===== src/rtl/crc_tx_pkg.sv =====
// crc_tx_pkg: shared CRC-32 constants, reflection helper and transmitter state enum
package crc_tx_pkg;
  localparam logic [31:0] CRC_POLY = 32'h04C1_1DB7;
  localparam logic [31:0] CRC_INIT_DEF = 32'hFFFF_FFFF;
  localparam logic [31:0] CRC_XOROUT_DEF = 32'hFFFF_FFFF;
  function automatic logic [31:0] reflect32(input logic [31:0] v);
    logic [31:0] r;
    for (int i = 0; i < 32; i++) r[i] = v[31-i];
    return r;
  endfunction
  localparam logic [31:0] CRC_POLY_REFL = reflect32(CRC_POLY);
  typedef enum logic {ST_DATA, ST_CRC} state_t;
endpackage


===== src/rtl/crc32_d8.sv =====
// crc32_d8: combinational reflected CRC-32 update by one byte
//   crc      in  32  current CRC register
//   data     in  8   byte to absorb, LSB first
//   crc_next out 32  updated CRC register
module crc32_d8
  import crc_tx_pkg::*;
(
  input  logic [31:0] crc,
  input  logic [7:0]  data,
  output logic [31:0] crc_next
);
  always_comb begin
    crc_next = crc ^ {24'h0, data};
    for (int i = 0; i < 8; i++) crc_next = crc_next[0] ? (crc_next >> 1) ^ CRC_POLY_REFL : crc_next >> 1;
  end
endmodule


===== src/rtl/crc32_append_tx.sv =====
// crc32_append_tx: byte-stream pass-through that appends the frame CRC-32 (LSB byte first)
//   clk, rst_n                      clock, synchronous active-low reset
//   s_valid/s_ready/s_data/s_last   upstream payload bytes
//   m_valid/m_ready/m_data/m_last   downstream payload + 4 CRC bytes, m_last on final CRC byte
//   crc_value                       CRC of the last completed frame
//   frame_count                     completed frames, wrapping
module crc32_append_tx
  import crc_tx_pkg::*;
#(
  parameter logic [31:0] CRC_INIT = CRC_INIT_DEF,
  parameter logic [31:0] CRC_XOROUT = CRC_XOROUT_DEF
) (
  input  logic        clk,
  input  logic        rst_n,
  input  logic        s_valid,
  output logic        s_ready,
  input  logic [7:0]  s_data,
  input  logic        s_last,
  output logic        m_valid,
  input  logic        m_ready,
  output logic [7:0]  m_data,
  output logic        m_last,
  output logic [31:0] crc_value,
  output logic [15:0] frame_count
);
  state_t state;
  logic [1:0] idx;
  logic [31:0] crc, crc_next, crc_out;
  logic slot_free;
  crc32_d8 u_crc (.crc(crc), .data(s_data), .crc_next(crc_next));
  assign slot_free = !m_valid || m_ready;
  assign s_ready = rst_n && state == ST_DATA && slot_free;
  assign crc_out = crc ^ CRC_XOROUT;
  always_ff @(posedge clk) begin
    if (!rst_n) begin
      state <= ST_DATA;
      idx <= 2'd0;
      crc <= CRC_INIT;
      m_valid <= 1'b0;
      m_data <= 8'h00;
      m_last <= 1'b0;
      crc_value <= 32'h0;
      frame_count <= 16'h0;
    end else if (state == ST_DATA) begin
      if (s_valid && s_ready) begin
        m_data <= s_data;
        m_valid <= 1'b1;
        m_last <= 1'b0;
        crc <= crc_next;
        if (s_last) begin
          state <= ST_CRC;
          idx <= 2'd0;
        end
      end else if (m_ready) m_valid <= 1'b0;
    end else if (slot_free) begin
      m_data <= 8'(crc_out >> {idx, 3'b000});
      m_valid <= 1'b1;
      m_last <= idx == 2'd3;
      idx <= idx + 2'd1;
      if (idx == 2'd3) begin
        crc_value <= crc_out;
        crc <= CRC_INIT;
        frame_count <= frame_count + 16'd1;
        state <= ST_DATA;
      end
    end
  end
endmodule


===== config.mk =====
export PLATFORM = sky130hd
export DESIGN_NAME = crc32_append_tx
export DESIGN_NICKNAME = d
export VERILOG_FILES = /design/src/rtl/crc_tx_pkg.sv /design/src/rtl/crc32_d8.sv /design/src/rtl/crc32_append_tx.sv
export SDC_FILE = /design/constraint.sdc
export NUM_CORES = 1
export LEC_CHECK = 0
export CAP_MARGIN = 20
export CORE_MARGIN = 2
export CORE_UTILIZATION = 54
export CTS_CLUSTER_SIZE = 28
export DETAILED_ROUTE_END_ITERATION = 7
export PLACE_DENSITY = 0.77
export SYNTH_ARGS = -nofsm -noshare
export SYNTH_HDL_FRONTEND = slang
export SYNTH_SLANG_ARGS = --single-unit

===== constraint.sdc =====
create_clock -name clk -period 2.3 [get_ports clk]
set_input_delay 0.345 -clock clk [delete_from_list [all_inputs] [get_ports clk]]
set_output_delay 0.345 -clock clk [all_outputs]
set_load 0.1 [all_outputs]

# Word level (Yosys, flattened, before mapping)

Cells that the tools add are included.

Add/sub/neg operators: 2
Equal/unequal tests: 3
Shifts and indexed selects: 1
Muxes and demuxes: 31
Bitwise gates (word level): 11
Reduce and logical (&&, ||, !) cells: 13

Operator list:

| operator                                                         | count |
|---|---|
| 32-bit 2-to-1 mux                                                | 12 |
| 13-bit inverter with 14-bit output                               | 8 |
| 32-bit inverter                                                  | 1 |
| 32-bit by 5-bit >> shifter with 8-bit output                     | 1 |
| 32-bit by 8-bit bitwise XOR with 32-bit output                   | 1 |
| 8-bit 2-to-1 mux                                                 | 3 |
| 16-bit by 1-bit adder with 16-bit output (second input constant) | 1 |
| 1-bit 2-to-1 mux                                                 | 12 |
| 3-bit AND reduction                                              | 3 |
| 2-bit 2-to-1 mux                                                 | 4 |
| 2-bit by 1-bit != test with 1-bit output (second input constant) | 2 |
| 2-bit AND reduction                                              | 2 |
| 2-bit nonzero test                                               | 2 |
| 1-bit logical AND                                                | 3 |
| 3-bit nonzero test                                               | 1 |
| 2-bit by 1-bit adder with 2-bit output (second input constant)   | 1 |
| 2-bit equality test (second input constant)                      | 1 |
| 1-bit zero test                                                  | 1 |
| 1-bit logical OR                                                 | 1 |
| 1-bit inverter                                                   | 1 |

Register bits after elaboration: 93
Input port bits: 13
Word-level logic and storage cells: 69

# Longest topological paths before layout

Gate-level depths: netlist of run 1.

Depth in word-level cells: 19
Depth in mapped cells: 6
Gate-level depth less buffers: 6

# By module

From an unflattened synthesis of run 1, not the netlist that was laid out.

Cell total of the unflattened synthesis: 400
Area, all modules: 4209.0 um^2

By module, submodules not included:

| module          | times used | cells each | area an instance (um^2) | sequential area each (um^2) |
|---|---|---|---|---|
| crc32_append_tx | 1          | 329        | 3462.1                  | 1861.8 |
| crc32_d8        | 1          | 71         | 747.0                   | 0.0 |

# Least setup slack after synthesis of run 1

Ideal clock, no wire load.

Path kind: register to output
Start point: reg m_valid
End point: out s_ready
Data arrival time: 3.164 ns
Required time: 1.955 ns
Setup slack: -1.209 ns
Stages on the path, launching flop included: 4
Path buffers: 1
Path through: dfxtp_1 nor2b_1 clkbuf_1 nor3_1

Cells in the longest elaborated chain, start to end: 3

Ends and longest elaborated chain:

| what                   | line                  | text |
|---|---|---|
| start, declared        | crc32_append_tx.sv:19 | `output logic m_valid,` |
| start signal, assigned | crc32_append_tx.sv:39 | `m_valid <= 1'b0;` |
| start signal, assigned | crc32_append_tx.sv:47 | `m_valid <= 1'b1;` |
| start signal, assigned | crc32_append_tx.sv:54 | `end else if (m_ready) m_valid <= 1'b0;` |
| 1-bit zero test        | crc32_append_tx.sv:31 | `assign slot_free = !m_valid \|\| m_ready;` |
| 1-bit logical OR       | crc32_append_tx.sv:31 |  |
| 1-bit logical AND      | crc32_append_tx.sv:32 | `assign s_ready = rst_n && state == ST_DATA && slot_free;` |
| end, declared          | crc32_append_tx.sv:16 | `output logic s_ready,` |

Every way passes these cells.

# Worst setup path after layout of run 1

Start point: in s_data[1]
End point: reg crc[14]

Cells in the longest elaborated chain, start to end: 13

Ends and longest elaborated chain:

| what                                                | line                  | text |
|---|---|---|
| start, declared                                     | crc32_append_tx.sv:17 | `input logic [7:0] s_data,` |
| 32-bit by 8-bit bitwise XOR with 32-bit output (*)  | crc32_d8.sv:13        | `crc_next = crc ^ {24'h0, data};` |
| 32-bit 2-to-1 mux (*) (2 in a row)                  | crc32_d8.sv:14        | `for (int i = 0; i < 8; i++) crc_next = crc_next[0] ? (crc_next >> 1) ^ CRC_POLY_REFL : crc_next >> 1;` |
| 13-bit inverter with 14-bit output (no source line) | n/a                   |  |
| 32-bit 2-to-1 mux (*) (4 in a row)                  | crc32_d8.sv:14        |  |
| 13-bit inverter with 14-bit output (no source line) | n/a                   |  |
| 32-bit 2-to-1 mux (*) (2 in a row)                  | crc32_d8.sv:14        |  |
| 32-bit 2-to-1 mux (*)                               | crc32_append_tx.sv:45 | `if (s_valid && s_ready) begin` |
| 32-bit 2-to-1 mux (*)                               | crc32_append_tx.sv:44 | `end else if (state == ST_DATA) begin` |
| end signal, assigned                                | crc32_append_tx.sv:49 | `crc <= crc_next;` |
| end, declared                                       | crc32_append_tx.sv:28 | `logic [31:0] crc, crc_next, crc_out;` |

Mark *: on every way between the ends. The rest lies on a longest branch, timed or not. The select of a mux whose other input is x is not followed.
A chain may end at the register's enable or synchronous reset.

==> results of run 1 <==
-- power by group through the flow --
stage / registers, mW / clock network, mW / logic (mW)
after floorplan: 1.90 / 0 / 1.03
after global placement: 1.87 / 0 / 1.40
after detailed placement: 1.87 / 0 / 1.43
after CTS: 1.83 / 1.25 / 1.44
after global routing: 1.84 / 1.30 / 1.54
final: 1.84 / 1.22 / 1.44
-- cell families after synthesis --
| group | count (synthesis) |
|---|---|
| AND/OR/NAND/NOR | 170 |
| adder cells (fa/ha/maj) | 2 |
| XOR/XNOR | 79 |
| AO/OA/AOI/OAI | 92 |
| multiplexers | 8 |
| buffers and inverters | 31 |
| flip-flops | 93 |
-- cells in the final DEF, fill, tap and decap left out, types with 3 or more instances in the layout --
master           Yosys  routed
dfxtp_1             93      93
buf_4                0      89
nor2_1              83      83
nand2_1             46      46
a21oi_1             43      42
xnor2_1             36      36
o22ai_1             19      19
xor2_1              14      14
nor3_1              13      12
clkdlybuf4s50_1      0      12
xnor3_1              9       9
nand3_1             10       9
clkbuf_8             0       9
o211ai_1             8       8
mux4_2               7       7
a211oi_1             7       7
xnor2_2              6       6
o21ai_0              6       6
xnor2_4              5       5
and2_1               5       5
xor3_1               4       4
o21ai_1              3       3
and4_1               3       3
and3_1               3       3
-- metal layers --
metal / global-route usage / vias up / routed length (um) / share of wire
met4: 0.0952 / 0 / 193 / 0.017
met3: 0.0666 / 19 / 680 / 0.060
met1: 0.331 / 1745 / 5000 / 0.44
met2: 0.431 / 121 / 5470 / 0.48
li1: - / 1804 / - / -
met5: 0 / - / 0 / 0
-- final cells by class --
| type | instances | area (um2) |
|---|---|---|
| Timing Repair Buffer | 103 | 828 |
| Fill cell | 673 | 2540 |
| Tap cell | 105 | 131 |
| Inverter | 1 | 3.75 |
| Clock inverter | 7 | 97.6 |
| Clock buffer | 9 | 124 |
| Multi-Input combinational cell | 351 | 2590 |
| Sequential cell | 93 | 1860 |
-- stage by stage --
step	setup slack (ns)	instances	hold slack, ns	instance area (um2)	power (mW)
final	0.221	669	0.464	5640	4.50
after CTS	0.238	669	0.464	5640	4.52
after detailed placement	-0.104	653	0.450	5420	3.30
after global placement	-0.0938	653	0.444	5420	3.26
after floorplan	0.00376	475	0.470	4560	2.93
after global routing	0.104	669	0.495	5640	4.68
-- state kept, by name (all words and copies together), names as in the netlist --
name	flops
idx	2
m_data	8
m_last	1
crc_value	32
crc	32
m_valid	1
frame_count	16
state	1
-- worst paths after layout --
check	start	end	slack (ns)
worst max-delay path	s_data[1]	crc[14]$_SDFFE_PN1P_	0.22
worst min-delay path	m_data[0]$_SDFFE_PN0P_	m_data[0]$_SDFFE_PN0P_	0.46
worst max register to register	crc[1]$_SDFFE_PN1P_	crc[14]$_SDFFE_PN1P_	0.27
worst min register to register	m_data[0]$_SDFFE_PN0P_	m_data[0]$_SDFFE_PN0P_	0.46
-- worst max-delay path, delay by kind of cell --
| kind | cells | cell delay (ns) |
|---|---|---|
| XOR/XNOR | 3 | 0.98 |
| buffers and inverters | 2 | 0.68 |
| AO/OA/AOI/OAI | 1 | 0.21 |
| AND/OR/NAND/NOR | 1 | 0.10 |
==> flow_summary.yaml, run 1 <==
clock_network:
  insertion_delay_ns: 0.37
  cts_buffers: 9
  cts_tree: "done"
  cts_repair_resize_count: 0
  cts_hold_buffers: 0
  h-tree-depth: 3
  cts_setup_buffers: 0
  cts_sinks: 93
  cts_max_path_buffers: 2
  clk_pin_slew_ns: 0.09
  cts-root-buf: "clkbuf_8"
flow_run:
  cap_violations: 0
synthesis:
  synth_top_area_share: 0.409
  synth-seq-cells: 93
  syn_inst: 475
  yosysWarnings: 0
  synth_top_family_by_area: "XOR/XNOR gates"
  synth_xor_area_frac: 0.242
  seq_area_frac_synth: 0.409
  ys_top_cells_by_area: "dfxtp_1 41%, xnor2_1 6.9%, nor2_1 6.9%"
  netlist_top_cells_count: "93 x dfxtp_1, 83 x nor2_1, 46 x nand2_1"
  syn_avg_cell_area_um2: 9.57
  synthAdderAreaFrac: 0.00550
  yosysMostFrequentCell: "dfxtp_1"
  yosys.area_share.simple: 0.158
  muxShareOfSynthArea: 0.0404
  syn-cell-area_mm2: 0.00455
  synthFlopType: "dfxtp_1"
  synth_compound_area_frac: 0.119
  synth_nets: 490
  synth_top_area_cell: "dfxtp_1"
  synth_edf_count: 0
  synth_cell_types: 39
  async_flop_share: 0
worst_setup_path:
  path_cells: "clkdlybuf4s50_1, xnor2_4, xnor2_4, buf_4, xor3_4, o21ai_0, nand3_1"
  worstPathMaxFanout: 8
  crit_path_end_kind: "flop"
  cp.arrival_ns: 2.33
  critPathSlowestCell: "clkdlybuf4s50_1"
  cpMostUsedCell: "xnor2_4"
  start_kind: "input port"
  cp_slowest_stage_delay_ns: 0.51
  critPathKind: "input port to flop"
  reg2reg_depth: 6
  crit_required_ns: 2.55
grt:
  grt_pass1_vias: 3507
  gr-total-overflow: 0
  grt_max_degree: 54
  antenna_found_initial: 0
  grtUsageTotal: 0.261
  grt_pass1_wl_um: 17900
timing:
  rsz0062_at_grt: "false"
  setup_viol: 0
  fmax_mhz: 481
  slew_viol_final: 0
  relSlewSlack: 0.577
  finClkSkew_ns: 0.0102
  hold_violations: 0
  period_share: 0.904
  worstMarginPinSlew_ns: 0.632
  period_minus_slack_ns: 2.08
  fin_tns_setup_ns: 0
power:
  p_seq_frac: 0.408
  p_leak_nw: 2.30
  powerDensity_mw_per_mm2: 798
  p_sw_frac: 0.308
  internal-power_mw: 3.11
  p_clk_frac: 0.271
  switchingPower_mw: 1.38
  irDropWorstVdd_uv: 559
  power_frac_comb: 0.321
worst_hold_path:
  holdPathStages: 2
  worstHoldPathType: "flop to flop"
layout:
  antenna_cells: 0
  nNetsFinal: 574
  syn_to_final_growth_pct: 23.9
  drive_above_1_share: 0.239
  fin_util: 0.689
die:
  die_area_mm2: 0.00917
  die_w_um: 95.8
  fp-row-count: 33
  start_util: 0.556
  dieHeight_um: 95.8
  io_pins: 72
  core_mm2: 0.00818
detailed_routing:
  drt-pass1-iter-count: 4
  drt_iter0_markers: 142
  wl_um: 11300
  detail-route-antenna-nets: 0
  vias_per_cell: 5.51
  wl_per_cell_um: 17.0
  drc_errors: 0
  vias: 3689
placement:
  io_buffers: 71
  hpwl_um: 8370
  gp_congestion: 0.910
status:
  status: "finished, final reports clean"
No activity file was read; power rests on OpenSTA's default activity.
==> run 2, diff against run 1 <==
CELL_PAD_IN_SITES_DETAIL_PLACEMENT = 0   (was not set)
CELL_PAD_IN_SITES_GLOBAL_PLACEMENT = 1   (was not set)
CORE_UTILIZATION = 41   (was 54)
PLACE_DENSITY = 0.76   (was 0.77)
==> flow_summary.yaml, run 2 (synthesized netlist as in run 1, its figures left out) <==
status:
  status: "finished, final reports clean"
layout:
  multi_input_area_mm2: 0.00259
  drive_above_1_share: 0.238
  fin_util: 0.521
  nNetsFinal: 574
  antenna_cells: 0
  final_cell_mix: "93 x dfxtp_1, 87 x buf_4, 83 x nor2_1, 46 x nand2_1, 42 x a21oi_1"
  finish.instance_area_mm2: 0.00565
  reg_top3: "crc x32, crc_value x32, frame_count x16"
  ff_latch_area_mm2: 0.00186
  syn_to_final_growth_pct: 24.2
  layout_commonest_cell: "dfxtp_1"
  fill_cells: 1045
die:
  fp-row-count: 38
  die_area_mm2: 0.0120
  start_util: 0.420
  die_w_um: 109
  io_pins: 72
  dieHeight_um: 109
  core_mm2: 0.0108
power:
  p_leak_nw: 2.28
  powerDensity_mw_per_mm2: 752
  p_total_mw: 4.25
  irDropWorstVdd_uv: 365
worst_setup_path:
  start_kind: "input port"
  critical-path-top-delay-family: "XOR/XNOR gates"
  crit_required_ns: 2.56
  cp.arrival_ns: 2.31
  rrSetupSlack_ns: 0.32
  cp_slowest_stage_delay_ns: 0.65
  reg2reg_depth: 5
  path_buf_inv: 2
  crit_path_end_kind: "flop"
  critPathKind: "input port to flop"
  reg2reg_to: "crc[21]$_SDFFE_PN1P_"
  timing.rr.start: "crc[1]$_SDFFE_PN1P_"
  critPathSlowestCell: "clkdlybuf4s50_1"
  worstPathMaxFanout: 3
  cp.depth: 7
  path_cells: "clkdlybuf4s50_1, xor2_1, buf_4, xnor2_1, xnor3_1, o22ai_1, nand2_1"
clock_network:
  insertion_delay_ns: 0.38
  cts_max_path_buffers: 2
  cts_hold_buffers: 0
  cts_tree: "done"
  h-tree-depth: 3
  cts_sinks: 93
  cts_buffers: 9
  cts_setup_buffers: 0
  cts-root-buf: "clkbuf_8"
  cts_repair_resize_count: 0
  clk_pin_slew_ns: 0.09
timing:
  relSlewSlack: 0.574
  period_share: 0.894
  hold_violations: 0
  setup_viol: 0
  whs_ns: 0.459
  worstMarginPinSlew_ns: 0.636
  fmax_mhz: 487
  rsz0062_at_grt: "false"
  slew_viol_final: 0
  period_minus_slack_ns: 2.06
  finClkSkew_ns: 0.00979
  fin_ws_ns: 0.245
worst_hold_path:
  worstHoldPathType: "flop to flop"
  holdPathStages: 2
  holdPathEnd: "m_data[3]$_SDFFE_PN0P_"
  min_from: "m_data[3]$_SDFFE_PN0P_"
grt:
  grt_pass1_vias: 3360
  grtUsageTotal: 0.206
  grt_max_degree: 63
  gr-total-overflow: 0
  grt_pass1_wl_um: 18500
  antenna_found_initial: 0
placement:
  hpwl_um: 8380
  place_ws_ns: -0.120
  dpl_cell_area_mm2: 0.00548
  gp_congestion: 0.906
  io_buffers: 71
detailed_routing:
  drt_iter0_markers: 221
  drt-pass1-iter-count: 4
  vias_per_cell: 5.10
  wl_um: 11700
  vias: 3591
  detail-route-antenna-nets: 0
  wl_per_cell_um: 16.6
  drc_errors: 0
flow_run:
  cap_violations: 0
run 2: cell types whose count changed in the layout (fill, tap and decap cells not counted):
cell and delta:
clkinv_2 +2, bufinv_16 -2, inv_6 -1, buf_12 +2, clkbuf_1 +1, buf_4 -2
run 2: power by group:
part	total [mW]	switching (mW)	internal (mW)
sequential	1.84	0.138	1.70
combinational	1.43	0.629	0.803
clock	0.982	0.591	0.391
run 2: stage by stage:
stage / TNS [ns] / instances
global route: 0 / 704
finish: 0 / 704
global placement: -0.617 / 688
floorplan: 0 / 475
detailed placement: -0.868 / 688
CTS: 0 / 704
run 2: area by class of cell:
cell class | instances | area share
Clock buffer | 10 | 0.0226
Clock inverter | 6 | 0.00686
Inverter | 1 | 0.000664
Multi-Input combinational cell | 351 | 0.458
Sequential cell | 93 | 0.329
Tap cell | 140 | 0.0310
Timing Repair Buffer | 103 | 0.151
run 2: per-layer routing:
metal | vias up | global-route usage | share of wire
met2 | 102 | 0.306 | 0.44
met5 | - | 0 | 0
met1 | 1674 | 0.296 | 0.48
met3 | 14 | 0.0456 | 0.056
met4 | 0 | 0.0732 | 0.018
li1 | 1801 | - | -
run 2: worst reg2reg max path, cell delays in order, from the launching register on:
cell,delay (ns)
dfxtp_1,0.41
xnor2_4,0.52
xnor2_4,0.18
xnor3_2,0.46
xor2_1,0.16
o32a_1,0.15
run 2: worst max-delay path by stage:
stage | from | to | slack (ns)
after floorplan | frame_count[0]$_SDFFE_PN0P_ | frame_count[4]$_SDFFE_PN0P_ | 0.004
after global placement | s_data[1] | crc[21]$_SDFFE_PN1P_ | -0.11
after detailed placement | s_data[1] | crc[21]$_SDFFE_PN1P_ | -0.12
after CTS | s_data[1] | crc[21]$_SDFFE_PN1P_ | 0.28
after global routing | s_data[0] | crc[16]$_SDFFE_PN1P_ | 0.19
final | s_data[0] | crc[26]$_SDFFE_PN1P_ | 0.24
